==> src/rtl/tor_link_delay_pkg.sv <==
// Shared types for the emulated ToR link delay line.
// NetworkPacketInternal mirrors the NIC-side packet layout.
package tor_link_delay_pkg;

    localparam int unsigned TOR_TS_BITS     = 16;
    localparam int unsigned TOR_MIN_LATENCY = 2;

    typedef struct packed {
        logic [63:0] data;
        logic [7:0]  keep;
        logic        last;
    } NetworkPacketInternal;

    typedef struct packed {
        logic [TOR_TS_BITS-1:0] stamp;
        NetworkPacketInternal   pkt;
    } t_tor_delay_entry;

endpackage

==> src/rtl/tor_link_delay_if.sv <==
// Packet stream bundle between a sending NIC, the delay line and the receiving NIC.
// master drives packets in and observes delivery; slave is the delay line.
interface tor_link_delay_if;
    import tor_link_delay_pkg::*;

    NetworkPacketInternal in_data;
    logic                 in_valid;
    NetworkPacketInternal out_data;
    logic                 out_valid;

    modport master (
        output in_data,
        output in_valid,
        input  out_data,
        input  out_valid
    );

    modport slave (
        input  in_data,
        input  in_valid,
        output out_data,
        output out_valid
    );

endinterface

==> src/rtl/tor_link_delay_fifo.sv <==
// Circular buffer of time-stamped packets with combinational head read.
// Push into a full buffer is only taken when a pop happens in the same cycle.
module tor_link_delay_fifo
    import tor_link_delay_pkg::*;
#(
    parameter int unsigned DEPTH_LOG2 = 4
) (
    input  logic                  clk,
    input  logic                  reset_n,
    input  logic                  push,
    input  t_tor_delay_entry      push_entry,
    input  logic                  pop,
    output t_tor_delay_entry      head,
    output logic [DEPTH_LOG2:0]   occupancy,
    output logic                  empty,
    output logic                  full
);

    localparam int unsigned DEPTH = 1 << DEPTH_LOG2;

    t_tor_delay_entry        mem [DEPTH];
    logic [DEPTH_LOG2-1:0]   wr_ptr_q;
    logic [DEPTH_LOG2-1:0]   rd_ptr_q;
    logic [DEPTH_LOG2:0]     count_q;
    logic                    push_ok;
    logic                    pop_ok;

    assign empty     = (count_q == '0);
    assign full      = (count_q == (DEPTH_LOG2 + 1)'(DEPTH));
    assign pop_ok    = pop && !empty;
    assign push_ok   = push && (!full || pop_ok);
    assign head      = mem[rd_ptr_q];
    assign occupancy = count_q;

    always_ff @(posedge clk) begin
        if (!reset_n) begin
            wr_ptr_q <= '0;
            rd_ptr_q <= '0;
            count_q  <= '0;
        end else begin
            if (push_ok) wr_ptr_q <= wr_ptr_q + 1'b1;
            if (pop_ok)  rd_ptr_q <= rd_ptr_q + 1'b1;
            unique case ({push_ok, pop_ok})
                2'b10:   count_q <= count_q + 1'b1;
                2'b01:   count_q <= count_q - 1'b1;
                default: ;
            endcase
        end
    end

    // Storage needs no reset: pointers and count define what is valid.
    always_ff @(posedge clk) begin
        if (push_ok) mem[wr_ptr_q] <= push_entry;
    end

endmodule

==> src/rtl/tor_link_delay.sv <==
// One direction of the emulated ToR network: delivers each packet a programmable
// number of cycles after it was sent, dropping and counting packets on overflow.
module tor_link_delay
    import tor_link_delay_pkg::*;
#(
    parameter int unsigned DEPTH_LOG2 = 4,
    parameter int unsigned LAT_BITS   = 8,
    parameter int unsigned TS_BITS    = TOR_TS_BITS
) (
    input  logic                 clk,
    input  logic                 reset_n,
    input  logic [LAT_BITS-1:0]  latency_cfg,
    tor_link_delay_if.slave      link,
    output logic [DEPTH_LOG2:0]  occupancy,
    output logic [31:0]          fwd_cnt,
    output logic [31:0]          drop_cnt
);

    logic [TS_BITS-1:0]   ts_q;
    logic [LAT_BITS-1:0]  lat_eff;
    logic [TS_BITS-1:0]   lat_thresh;
    logic [TS_BITS-1:0]   head_age;
    t_tor_delay_entry     push_entry;
    t_tor_delay_entry     head;
    logic                 fifo_empty;
    logic                 fifo_full;
    logic                 pop;
    logic                 push;
    logic                 drop;

    NetworkPacketInternal out_data_q;
    logic                 out_valid_q;
    logic [31:0]          fwd_cnt_q;
    logic [31:0]          drop_cnt_q;

    always_comb begin
        lat_eff = latency_cfg;
        if (latency_cfg < LAT_BITS'(TOR_MIN_LATENCY)) lat_eff = LAT_BITS'(TOR_MIN_LATENCY);
    end

    // Modular age is exact: an entry never ages beyond L, which fits in TS_BITS.
    assign lat_thresh = TS_BITS'(lat_eff) - TS_BITS'(1);
    assign head_age   = ts_q - TS_BITS'(head.stamp);
    assign pop        = !fifo_empty && (head_age >= lat_thresh);
    assign push       = link.in_valid && (!fifo_full || pop);
    assign drop       = link.in_valid && !push;

    always_comb begin
        push_entry       = '0;
        push_entry.stamp = TOR_TS_BITS'(ts_q);
        push_entry.pkt   = link.in_data;
    end

    tor_link_delay_fifo #(
        .DEPTH_LOG2 (DEPTH_LOG2)
    ) u_fifo (
        .clk        (clk),
        .reset_n    (reset_n),
        .push       (push),
        .push_entry (push_entry),
        .pop        (pop),
        .head       (head),
        .occupancy  (occupancy),
        .empty      (fifo_empty),
        .full       (fifo_full)
    );

    always_ff @(posedge clk) begin
        if (!reset_n) begin
            ts_q        <= '0;
            out_data_q  <= '0;
            out_valid_q <= 1'b0;
            fwd_cnt_q   <= '0;
            drop_cnt_q  <= '0;
        end else begin
            ts_q        <= ts_q + 1'b1;
            out_valid_q <= pop;
            if (pop) out_data_q <= head.pkt;
            if (pop && (fwd_cnt_q != '1))   fwd_cnt_q  <= fwd_cnt_q + 32'd1;
            if (drop && (drop_cnt_q != '1)) drop_cnt_q <= drop_cnt_q + 32'd1;
        end
    end

    assign link.out_data  = out_data_q;
    assign link.out_valid = out_valid_q;
    assign fwd_cnt        = fwd_cnt_q;
    assign drop_cnt       = drop_cnt_q;

endmodule
==> src/flat_wrapper.sv <==
// flat-port wrapper written by rule: the top's interface ports become plain ports
module tor_link_delay_flat import tor_link_delay_pkg::*;
#(
    parameter int unsigned DEPTH_LOG2 = 4,
    parameter int unsigned LAT_BITS   = 8,
    parameter int unsigned TS_BITS    = TOR_TS_BITS
)
  (clk, reset_n, latency_cfg, occupancy, fwd_cnt, drop_cnt, link_in_data, link_in_valid, link_out_data, link_out_valid);
  tor_link_delay_if link_i ();
  input  logic clk;
  input  logic reset_n;
  input  logic [LAT_BITS-1:0] latency_cfg;
  output logic [DEPTH_LOG2:0] occupancy;
  output logic [31:0] fwd_cnt;
  output logic [31:0] drop_cnt;
  input wire logic [$bits(link_i.in_data)-1:0] link_in_data;
  input wire logic [$bits(link_i.in_valid)-1:0] link_in_valid;
  output wire logic [$bits(link_i.out_data)-1:0] link_out_data;
  output wire logic [$bits(link_i.out_valid)-1:0] link_out_valid;
  assign link_i.in_data = link_in_data;
  assign link_i.in_valid = link_in_valid;
  assign link_out_data = link_i.out_data;
  assign link_out_valid = link_i.out_valid;
  tor_link_delay #(.DEPTH_LOG2(DEPTH_LOG2), .LAT_BITS(LAT_BITS), .TS_BITS(TS_BITS)) u_core (.clk(clk), .reset_n(reset_n), .latency_cfg(latency_cfg), .link(link_i), .occupancy(occupancy), .fwd_cnt(fwd_cnt), .drop_cnt(drop_cnt));
endmodule
==> config.mk <==
export PLATFORM = sky130hd
export DESIGN_NAME = tor_link_delay_flat
export DESIGN_NICKNAME = d
export VERILOG_FILES = /design/src/rtl/tor_link_delay_pkg.sv /design/src/rtl/tor_link_delay_if.sv /design/src/rtl/tor_link_delay_fifo.sv /design/src/rtl/tor_link_delay.sv /design/src/flat_wrapper.sv
export SDC_FILE = /design/constraint.sdc
export NUM_CORES = 1
export LEC_CHECK = 0
export CORE_MARGIN = 8
export CORE_UTILIZATION = 40
export DETAILED_ROUTE_END_ITERATION = 7
export PLACE_DENSITY = 0.67
export REMOVE_ABC_BUFFERS = 1
export SLEW_MARGIN = 20
export SYNTH_ARGS = -nofsm -noshare
export SYNTH_HDL_FRONTEND = slang
export SYNTH_SLANG_ARGS = --single-unit
==> constraint.sdc <==
create_clock -name clk -period 12.2 [get_ports clk]
set_input_delay 1.83 -clock clk [delete_from_list [all_inputs] [get_ports clk]]
set_output_delay 1.83 -clock clk [all_outputs]
set_load 0.03 [all_outputs]
### Yosys cells after proc, flatten, opt, wreduce, memory -nomap -nowiden

Memory sizes are Yosys's and may differ from the RTL's. A register that Yosys moved wholly into a read port is not among the register bits.
Cells that the tools add are included.

| word-level totals | value |
|---|---|
| output and inout bits | 143 |
| memories kept | 1 |
| input bits | 84 |
| bits in writable memories | 1424 |
| register bits | 167 |
| logic and storage cells | 47 |

Memory list:

| memory | words | bits a word | rd ports | clocked after memory_dff | write ports | RTL line | source |
|---|---|---|---|---|---|---|---|
| u_core.u_fifo.mem | 16 | 89 | 1 | 1 | 1 | tor_link_delay_fifo.sv:21 | `t_tor_delay_entry mem [DEPTH];` |

| operators by class | value |
|---|---|
| add/subtract/negate cells | 9 |
| mux-type cells | 6 |
| $lt $le $gt $ge | 2 |
| eq/ne operators | 5 |
| reductions and logical operators | 14 |

Operators by type and width:

| kind | number |
|---|---|
| $add 32x1->32 const B | 2 |
| $ne 32x32->1 const B | 2 |
| $add 16x1->16 const B | 1 |
| $ge 16x16->1 | 1 |
| $sub 16x16->16 | 1 |
| $pmux 5 s2 | 1 |
| $sub 8x1->9 const B | 1 |
| $add 4x1->4 const B | 2 |
| $lt 8x2->1 const B | 1 |
| $mux 4 | 2 |
| $mux 8 | 1 |
| $logic_and 1x1->1 | 7 |
| $add 5x1->5 const B | 1 |
| $eq 5x5->1 const B | 1 |
| $logic_not 5->1 | 1 |
| $sub 5x1->5 const B | 1 |
| $logic_not 1->1 | 3 |
| $eq 2x1->1 const B | 1 |
| $eq 2x2->1 const B | 1 |
| $logic_or 1x1->1 | 2 |
| $mux 1 | 2 |
| $reduce_bool 2->1 | 1 |

### Logic depth before layout (Yosys ltp)

| depth | value |
|---|---|
| word-level depth | 10 |
| gate-level depth with buffers | 33 |
| depth with buffers taken out | 28 |

### Modules after synthesis

A second synthesis with hierarchy kept.

| unflattened totals | value |
|---|---|
| cells, all modules | 3212 |
| area, all modules | 61873.1 µm² |

By module, submodules not included:

| module | times used | cells an instance | area each (µm²) | seq. area each (µm²) |
|---|---|---|---|---|
| tor_link_delay_fifo | 1 | 2295 | 54089.4 | 43101.3 |
| tor_link_delay | 1 | 917 | 7783.7 | 3083.0 |

### Worst setup path after synthesis

Ideal clock, no wire load.

| timing path | value |
|---|---|
| path kind | register to register |
| start point | reg with a tool-made name |
| end point | mem u_core.u_fifo.mem[3][0] (netlist name), enable pin |
| setup slack | 0.994 ns |
| library setup time | 0.646 ns |
| buffers on the path | 4 |
| data arrival time | 10.560 ns |
| stages on the path, launching flop included | 23 |
| cells stage by stage | dfxtp_1 > buf_2 > buf_2 > buf_2 > buf_1 > mux4_2 > mux4_2 > inv_1 > ha_1 > o21a_1 > o21ai_0 > nor2_1 > a21o_1 > or4_1 > o21ai_0 > xnor2_1 > ha_1 > nand4_1 > nor3_1 > a2111oi_4 > o211ai_2 > o211ai_1 > nor3_1 |

RTL lines:

| what | RTL line |
|---|---|
| end: declaration | tor_link_delay_fifo.sv:21 |

==> impl_metrics.csv <==
group,metric,value,unit
synthesis,yosys-top-cells-area,"edfxtp_1 69%, mux4_2 16%, dfxtp_1 5.6%",
worst_setup_path,cpMaxStageDelayCell,"buf_4",
worst_setup_path,cp_cell_sequence,"buf_4 -> mux4_2 -> mux4_2 -> inv_1 -> ha_1 -> o21a_1 -> o21ai_0 -> nor2_1 -> a21o_1 -> or4_1 -> o21ai_0 -> xnor2_1 -> ha_1 -> nand4_1 -> nor3_1 -> inv_1 -> o211ai_2 -> o21a_1 -> and3_4 -> buf_4 -> buf_4",
clocking,clk_latency,0.81,ns
worst_setup_path,cpLargestDelayFamily,"buffers and inverters",
detailed_routing,route.met2.wl,66630,um
power,p_sw,4.117,mW
grt,grt_pass1_vias,30908,
synthesis,syn_area_per_cell,20.51,um2
power,p_int,10.27,mW
grt,antenna_found_initial,8,
floorplanning,io_pins,227,
sta,fmax,118.2,MHz
sta,finalCritPeriodShare,69.34,%
power,swShare,28.61,%
detailed_routing,ant_nets,0,
power,seq_power_share,44.0,%
clocking,post_cts_buffers,0,
clocking,cts_resized,0,
detailed_routing,wl_met1,61240,um
worst_setup_path,path_class,"register to register",
sta,hold-worst-slack,0.4523,ns
clocking,root_buffer,"clkbuf_16",
power,pwr-share-comb,22.3,%
cells_and_area,n_fill_cell,12629,
cells_and_area,layout-drive-gt1-share,22.43,%
worst_hold_path,min_to,"u_core.link.out_data[39]$_SDFFE_PN0P_",
grt,grt_max_degree,100,
floorplanning,die_w,408.6,um
synthesis,yosysUniqueCellTypes,58,
synthesis,yosysMostFrequentCell,"edfxtp_1",
sta,finalCriticalPeriod,8.460,ns
clocking,htree_num_levels,4,
synthesis,synth_top_area_share,69.35,%
synthesis,synth_top_flop_cell,"edfxtp_1",
sta,slew_headroom,26.78,%
floorplanning,coreArea,0.1535,mm2
sta,fin_skew,0.07451,ns
worst_setup_path,rrSetupSlack,3.74,ns
worst_setup_path,worstPathArrival,8.88,ns
synthesis,synth-edff-count,1424,
cells_and_area,nets,3420,
detailed_routing,drtPass1Iterations,5,
cells_and_area,area_growth,16.08,%
synthesis,synth_cells,3006,
cells_and_area,seqCellArea,0.04620,mm2
run_status,status,"completed",
worst_setup_path,reg2reg_depth,21,
clocking,tritoncts,"built",
floorplanning,start_util,40.17,%
floorplanning,fp.dieH,408.6,um
clocking,cts_sinks,1595,
floorplanning,rows,144,
worst_setup_path,crit_fanout,71,
worst_setup_path,endpoint_kind,"register",
sta,setup_tns,0,ns
synthesis,synth_seq_area_share,74.91,%
floorplanning,dieArea,0.1670,mm2
synthesis,ys_ff_latch,1595,
detailed_routing,routedWlPerCell,25.65,um
job,cap_viol_max_count,0,
clocking,clk_path_buf_depth,3,
cells_and_area,multi_input_area,0.01479,mm2
clocking,clk_pin_slew_worst_paths,0.05,ns
power,p_total,14.39,mW
worst_setup_path,crit_required,12.62,ns
detailed_routing,routed.top_layer,"met5",
sta,setup_viol,0,
grt,grt_overflow,0,
place,numPortBuffers,226,
synthesis,yosysWarnings,0,
detailed_routing,viasPerCell,5.500,
synthesis,synth_common_cells,"1424 x edfxtp_1, 445 x mux4_2, 200 x nand2_1, 171 x dfxtp_1, 118 x a21oi_1",
worst_hold_path,holdPathStages,2,
sta,rsz0062_at_grt,"no",
clocking,holdBufCountCts,0,
worst_setup_path,critPathMaxStageDelay,0.95,ns
worst_setup_path,startpoint_type,"register",
place,dp_hpwl,77060,um
sta,finalHoldViolations,0,
synthesis,synth_area,0.06166,mm2
worst_setup_path,cp.buffers_inverters,5,
worst_setup_path,r2r_end,"u_core.u_fifo.mem[14][32]$_DFFE_PP_",
power,cellLeakagePower,22.07,nW
worst_hold_path,hp-start,"u_core.link.out_data[39]$_SDFFE_PN0P_",
sta,slew_viol_final,0,
synthesis,async_flop_share,0,%
detailed_routing,drc,0,
worst_hold_path,hp-class,"register to register",
grt,track_usage,16.53,%
detailed_routing,met3_length,10290,um
clocking,cts_inserted_buffers,163,
power,ir_drop,172.9,uV
detailed_routing,wl,140500,um
power,clockPowerShare,33.8,%
synthesis,yosysTopAreaCell,"edfxtp_1",
sta,max_slew.worst_pin.slew,1.098,ns
grt,grt_pass1_wl,208900,um
detailed_routing,num_vias,30124,
worst_setup_path,crit_top_cell,"buf_4",
place,gp_congestion,0.7769,
power,cellPowerDensity,201.1,mW/mm2
detailed_routing,drt-initial-drc-count,2878,
==> cells by family after synthesis <==
kind of cell	after synthesis	share of synthesized area, %
mux	453	16.39
fa+ha+maj	47	0.9781
compound gates	183	1.721
flops	1595	74.91
simple gates	479	3.748
xor+xnor	71	1.009
buf+inv	178	1.252
==> layout make-up <==
class	instances	area share (%)
sequential	1595	64.55
multi-input combinational	1233	20.67
clock buffer	201	6.066
timing repair buffer	265	3.622
tap	2044	3.573
clock inverter	104	1.336
inverter	31	0.1731
antenna	4	0.01399
==> power by group through the flow <==
stage	registers, mW	clock network [mW]	logic [mW]
finish	6.33	4.86	3.20
CTS	6.33	4.96	3.28
global placement	6.44	0	3.24
floorplan	6.95	0	2.53
global route	6.36	5.16	3.45
detailed placement	6.45	0	3.26
==> metal layers <==
metal	vias to the layer above	global-route usage (%)
met5	-	0
li1	12890	-
met3	182	3.718
met2	1084	26.13
met1	15964	23.49
met4	4	3.975
==> state kept, by name (all words and copies together) (netlist names), named ones only <==
signal / flops
u_core.drop_cnt: 32
u_core.fwd_cnt: 32
u_core.link.out_data: 73
u_core.link.out_valid: 1
u_core.ts_q: 16
u_core.u_fifo.mem: 1424
u_core.u_fifo.occupancy: 5
u_core.u_fifo.rd_ptr_q: 4
u_core.u_fifo.wr_ptr_q: 4
==> metrics by stage <==
stage / util [%] / cells / worst slack (ns) / cell area, um2
4_1_cts: 46.62 / 5473 / 3.687 / 71560
6_report: 46.62 / 5477 / 3.740 / 71570
3_3_place_gp: 43.17 / 5168 / 3.810 / 66260
5_1_grt: 46.62 / 5473 / 3.336 / 71560
2_1_floorplan: - / 2859 / -12.82 / 61000
3_5_place_dp: 43.17 / 5168 / 3.684 / 66260
==> layout by cell type (no fill, tap or decap), types with 14 or more instances in the layout <==
master and instances:
and3_4 14, clkinv_2 41, a21oi_1 118, nand3_1 42
xor2_1 30, xnor2_1 41, nand4_1 21, or3_1 18
nor2_1 85, clkdlybuf4s50_1 226, ha_1 45, buf_4 36
nor3_1 16, clkbuf_1 26, edfxtp_1 1424, nand2_1 199
clkinv_1 30, clkbuf_16 163, inv_1 29, mux4_2 445
o21ai_0 23, dfxtp_1 167
==> worst register-to-register path, stage by stage (launching register included) <==
cell and delay, ns:
dfxtp_4 0.79, buf_4 0.96, mux4_2 0.44, mux4_2 0.49, inv_1 0.07, ha_1 0.25
o21a_1 0.19, o21ai_0 0.26, nor2_1 0.11, a21o_1 0.19, or4_1 0.39, o21ai_0 0.12
xnor2_1 0.10, ha_1 0.31, nand4_1 0.13, nor3_1 0.20, inv_1 0.10, o211ai_2 0.45
o21a_1 0.62, and3_4 0.63, buf_4 0.66, buf_4 0.65
==> worst max path at each step <==
stage,to,slack (ns),depth (start not counted)
6_report,u_core.u_fifo.mem[14][32]$_DFFE_PP_,3.74,21
5_1_grt,u_core.u_fifo.mem[14][32]$_DFFE_PP_,3.34,21
4_1_cts,u_core.u_fifo.mem[14][32]$_DFFE_PP_,3.69,21
3_5_place_dp,u_core.u_fifo.mem[14][33]$_DFFE_PP_,3.68,21
3_3_place_gp,u_core.u_fifo.mem[14][32]$_DFFE_PP_,3.81,21
2_1_floorplan,u_core.u_fifo.mem[3][0]$_DFFE_PP_,-12.82,19
Note: power is estimated with default switching activity, not from simulation.
